==> src/rtl/button_conditioner.sv <==
// Synchronises and debounces four raw active-low keys into clean active-high button levels
// plus one-cycle press pulses. Define BTN_LATCH_EN to hold a one-hot selection after release.
module button_conditioner #(
  parameter int unsigned DEBOUNCE_CYCLES = 500000,
  parameter int unsigned CNT_W           = 19
) (
  input  logic       clk,
  input  logic       rst_n,
  input  logic       key_red_n,
  input  logic       key_green_n,
  input  logic       key_blue_n,
  input  logic       key_yellow_n,
  output logic       button_red,
  output logic       button_green,
  output logic       button_blue,
  output logic       button_yellow,
  output logic [3:0] press_pulse
);

  localparam int unsigned    NumKeys = 4;
  localparam logic [CNT_W-1:0] CntMax = CNT_W'(DEBOUNCE_CYCLES - 1);

  logic [NumKeys-1:0] key_raw;
  logic [NumKeys-1:0] sync1_q, sync2_q;
  logic [NumKeys-1:0] pressed;
  logic [NumKeys-1:0] stable_q, stable_d;
  logic [NumKeys-1:0] stable_dly_q;
  logic [NumKeys-1:0] rise;
  logic [NumKeys-1:0] button_q, button_d;
  logic [NumKeys-1:0] pulse_q;
  logic [CNT_W-1:0]   cnt_q [NumKeys];
  logic [CNT_W-1:0]   cnt_d [NumKeys];

  assign key_raw = {key_yellow_n, key_blue_n, key_green_n, key_red_n};

  // Sync flops reset to 1 so a held key looks released until it is genuinely sampled.
  always_ff @(posedge clk or negedge rst_n) begin
    if (!rst_n) begin
      sync1_q <= '1;
      sync2_q <= '1;
    end else begin
      sync1_q <= key_raw;
      sync2_q <= sync1_q;
    end
  end

  assign pressed = ~sync2_q;

  always_comb begin
    for (int i = 0; i < NumKeys; i++) begin
      stable_d[i] = stable_q[i];
      cnt_d[i]    = '0;
      if (pressed[i] != stable_q[i]) begin
        if (cnt_q[i] == CntMax) begin
          stable_d[i] = pressed[i];
        end else begin
          cnt_d[i] = cnt_q[i] + 1'b1;
        end
      end
    end
  end

  always_ff @(posedge clk or negedge rst_n) begin
    if (!rst_n) begin
      stable_q <= '0;
      for (int i = 0; i < NumKeys; i++) begin
        cnt_q[i] <= '0;
      end
    end else begin
      stable_q <= stable_d;
      for (int i = 0; i < NumKeys; i++) begin
        cnt_q[i] <= cnt_d[i];
      end
    end
  end

  assign rise = stable_q & ~stable_dly_q;

`ifdef BTN_LATCH_EN
  // Lowest index wins on simultaneous presses: red > green > blue > yellow.
  always_comb begin
    button_d = button_q;
    if (rise[0]) begin
      button_d = 4'b0001;
    end else if (rise[1]) begin
      button_d = 4'b0010;
    end else if (rise[2]) begin
      button_d = 4'b0100;
    end else if (rise[3]) begin
      button_d = 4'b1000;
    end
  end
`else
  always_comb begin
    button_d = stable_q;
  end
`endif

  always_ff @(posedge clk or negedge rst_n) begin
    if (!rst_n) begin
      stable_dly_q <= '0;
      pulse_q      <= '0;
      button_q     <= '0;
    end else begin
      stable_dly_q <= stable_q;
      pulse_q      <= rise;
      button_q     <= button_d;
    end
  end

  assign button_red    = button_q[0];
  assign button_green  = button_q[1];
  assign button_blue   = button_q[2];
  assign button_yellow = button_q[3];
  assign press_pulse   = pulse_q;

endmodule

==> config.mk <==
export PLATFORM = sky130hd
export DESIGN_NAME = button_conditioner
export DESIGN_NICKNAME = d
export VERILOG_FILES = /design/src/rtl/button_conditioner.sv
export SDC_FILE = /design/constraint.sdc
export NUM_CORES = 1
export LEC_CHECK = 0
export BUFFER_PORTS_ARGS = -buffer_cell sky130_fd_sc_hd__buf_4
export CORE_UTILIZATION = 45
export CTS_CLUSTER_SIZE = 40
export DETAILED_ROUTE_END_ITERATION = 7
export HOLD_SLACK_MARGIN = 0.05
export PLACE_DENSITY = 0.66
export SYNTH_ARGS = -nofsm -noshare
export SYNTH_HDL_FRONTEND = slang
export SYNTH_SLANG_ARGS = --single-unit
==> constraint.sdc <==
create_clock -name clk -period 2 [get_ports clk]
set_input_delay 0.1 -clock clk [delete_from_list [all_inputs] [get_ports clk]]
set_output_delay 0.1 -clock clk [all_outputs]
set_load 0.01 [all_outputs]
==> results list <==
- Run status: finished, violations left
- Failing checks: negative setup slack
- Net switching fraction of the power: 25.3%
- Worst-Skew Late Latency: about 370 ps
- The worst path in the final design needs a cycle of between 2000 and 2500 ps, including I/O delays and setup.
- Number of nets with antenna violations after detailed routing: 0
* Synthesized Nets: 437
- Number of buffers on the longest clock path: 2
- After detailed routing, the number of vias per cell comes to 5.22.
* Wire length on met3: 240 microns
* Total power after layout: 0.00337 W
* Total non-filler cell area in the finished layout: 5310 sq um
- In this run the worst hold path is classified as primary input to async pin.
* Highest routed metal layer: met4
- Cells fill 56.6% of the core in the end.
- The signal on the critical path passes through or4_1, or4_4, o21ai_4, buf_4, a21oi_1.
* Largest net degree at the start of global routing: 43
* Placement row count: 35
- OpenSTA, run right after detailed placement, puts the worst setup slack at about 2.7 ps.
- Yosys printed 0 warnings.
- After detailed routing, the number of remaining DRC violations is 0.
- Asr flop ratio synth: 100%
- Sequential cells were found to cover a little over half of the synthesized design area.
* Number of instances in the synthesized netlist: 427
* Flop and latch count out of synthesis: 96
- Switch Pwr: 0.000854 W
- Required time reported for the critical path endpoint: roughly 2200 ps
- The area growth from synthesis to layout is 20.0%.
- For the final database, setup skew stands at 10.5 ps.
- Setup repair after global routing could not meet its margin everywhere.
* Internal cell power: 0.00252 W
* Combinational cell fraction of total power: 4.7%
- The number of global-route vias before repair was ~3200.
* Register clock-pin slew on the reported worst setup and hold paths: 100 ps
- The first global-routing pass estimated 14600 microns of wire.
* Initial DRC Count: roughly 100
- Layout net count: 508
* Share of final-layout standard cells stronger than drive strength 1: between 20% and 30%
- Final setup violation count: 1
- The worst path uses 101% of the clock period.
- The die covers 10200 sq um.
- Buffers & Inverters on Critical Path: 1
* Synthesized area per cell: 10.4 sq um
* Number of port buffers: 13
- The clock network burns 36.0% of the power.
- STA classifies the critical path startpoint as a flip-flop.
* Max-slew violation count: 0
- DRT met1 WL: 3940 microns
- Cell family with most CP delay: simple AND/OR/NAND/NOR gates
* Std-Cell Core Area: approximately 9400 sq um
- Die H: 101 microns
- Top Ports: 14
* Worst VDD drop: about 0.00032 V
* Die extent in x: 101 microns
- Via total after detailed routing: 3302
- Fill cells in the final layout number 838.
* Initial Util: 47.2%
- Post-Place Cell Area: 5010 sq um
- Among all flip-flop cells after synthesis, the most frequent one is dfrtp_1.
- The critical path is of the flip-flop to flip-flop type.
* Area share of the largest cell type after synthesis: 49.8%
- The number of failing hold endpoints at the final stage was 0.
* Sequential share of power: approximately three fifths
- Aggregate global-route resource usage: between 10% and 20%
* Number of buffers created by CTS: 9
* Residual overflow from global routing: 0
* Total met2 wirelength after detailed routing: between 4000 and 5000 microns
- Along the worst path, the maximum fanout reaches 8.
* Clock Tree Root: clkbuf_8
- In the final routed layout, each cell accounts on average for 13.4 microns.
- Maximum operating frequency: 497 MHz
- Measured against its own limit, the worst slew margin works out to between 70% and 80%.
- The congestion estimate from routability-driven global placement came to slightly above 0.8.
- Cell type with the largest total area after synthesis: dfrtp_1
* Pwr dens: approximately 640 nW/um^2
- Yosys mapped a number of flops with a built-in enable equal to 0.
- Smallest setup slack after layout: -10.9 ps
- Standby leakage power: roughly 2.2 nW
- Counting distinct cell types in the post-synthesis netlist gives 35.
- Actual transition at the worst max-transition pin: around 430 ps
* First-pass iteration count of the detailed router: 4
- The H-tree was split into 3 levels.
- Count of max-cap constraint violations: 0
- Post-DP HPWL: ~6000 microns
* Slowest cell on the critical path: or4_4
* Signal arrival time at the worst endpoint: between 2000 and 2500 ps
- Sinks on the clock net: 96
* Maximum single-stage delay on the critical path: 550 ps
- The initial antenna violation count was 0.
- Total inserted antenna cells: 0
- Post-Syn Area: 4420 sq um
- Total detailed-routing wirelength: 8450 microns
- The worst setup path is captured at a flip-flop.
- Post-route setup TNS: -10.9 ps
- Area contributors post-synth: dfrtp_1, xnor2_1, nor2_1
* Most common cell in the synthesized netlist: dfrtp_1
* Synth top cells by count: dfrtp_1, nor2_1, xnor2_1
- TritonCTS built the clock tree.
[layout by cell type, fill, tap and decap left out, types with 3 or more instances in the layout]
master / netlist / layout
inv_1: 20 / 20
dfrtp_1: 88 / 88
nor3_1: 8 / 8
and3_1: 4 / 4
xnor2_1: 36 / 36
o31ai_1: 11 / 11
o21ai_0: 9 / 9
buf_4: 2 / 56
a21oi_1: 21 / 21
buf_6: 1 / 4
ha_1: 4 / 4
dfstp_2: 8 / 8
xor2_1: 15 / 15
nand2_1: 21 / 21
or3_1: 13 / 13
or4_1: 18 / 13
clkbuf_8: 0 / 9
inv_6: 0 / 3
or4_4: 0 / 5
nor2_1: 64 / 64
and4_1: 4 / 4
or2_2: 3 / 3
nand3_1: 26 / 26
dlygate4sd3_1: 0 / 5
and2_1: 4 / 4
o21ai_4: 3 / 3
nor4_1: 10 / 10
nand4_1: 14 / 14
mux2i_1: 4 / 4
clkinv_4: 0 / 3
[power by group through the flow]
stage               sequential [W]  combinational, W  clock [W]
global placement           0.00203          0.000143          0
finish                     0.00200          0.000158    0.00122
floorplan                  0.00203         0.0000665          0
global route               0.00200          0.000180    0.00135
detailed placement         0.00204          0.000146          0
CTS                        0.00200          0.000154    0.00126
[cell type report]
type / instances / area (sq um) / share of cell area [%]
Tap cell: 129 / 161 / 3.04
Multi-Input combinational cell: 303 / 1910 / 36.0
Timing Repair Buffer: 68 / 561 / 10.6
Inverter: 20 / 75.1 / 1.42
Sequential cell: 96 / 2410 / 45.5
Clock buffer: 9 / 124 / 2.33
Clock inverter: 7 / 63.8 / 1.20
[what timing repair did]
item | in CTS | in global routing
cloned | 0 | 3
resized for setup | 0 | 9
endpoints found under the hold margin | 71 | 0
pin swaps | 0 | 5
hold buffers | 5 | 0
setup buffers | 0 | 1
endpoints found under the setup margin | 12 | 51
[through the flow]
stage / std cells / hold slack (ps)
floorplan: 427 / -196
global placement: 607 / 67.3
detailed placement: 607 / 67.0
CTS: 628 / 203
global route: 632 / 228
finish: 632 / 204
[metal layers]
layer | vias to the layer above | track usage (%)
met5 | - | 0
met4 | 0 | 6.47
met3 | 15 | 4.44
met2 | 45 | 29.6
met1 | 1596 | 23.4
li1 | 1646 | -
[registers in the layout (all words and copies together), names as in the netlist]
name,cells
press_pulse,4
button_d,4
sync2_q,4
cnt_q,76
button_q,4
sync1_q,4
[worst paths after layout]
path                            depth (start not counted)  slack (ps)          to  startpoint
worst max-delay path                                    5         -10   cnt_q[33]   cnt_q[33]
worst min-delay path                                    2         200   cnt_q[32]       rst_n
worst max register to register                          5         -10   cnt_q[33]   cnt_q[33]
worst min register to register                          0         360  sync2_q[2]  sync1_q[2]
max in group asynchronous                               3        1080  sync2_q[3]       rst_n
min in group clk                                        0         360  sync2_q[2]  sync1_q[2]
[worst reg2reg max path: cells and delay by family (launching register included)]
kind / cells / cell delay (ps)
simple gates: 2 / 1080
buf+inv: 1 / 190
compound gates: 2 / 240
flops: 1 / 380
[cell families (layout without fill, tap and decap cells)]
| logic type | after synthesis | count (layout) | share of synthesized area (%) |
|---|---|---|---|
| flops | 96 | 96 | 54.6 |
| buf+inv | 28 | 104 | 2.75 |
| xor+xnor | 51 | 51 | 10.1 |
| simple gates | 198 | 198 | 23.7 |
| fa+ha+maj | 4 | 4 | 1.13 |
| mux | 4 | 4 | 0.906 |
| compound gates | 46 | 46 | 6.85 |
(Power assumes the default switching activity.)
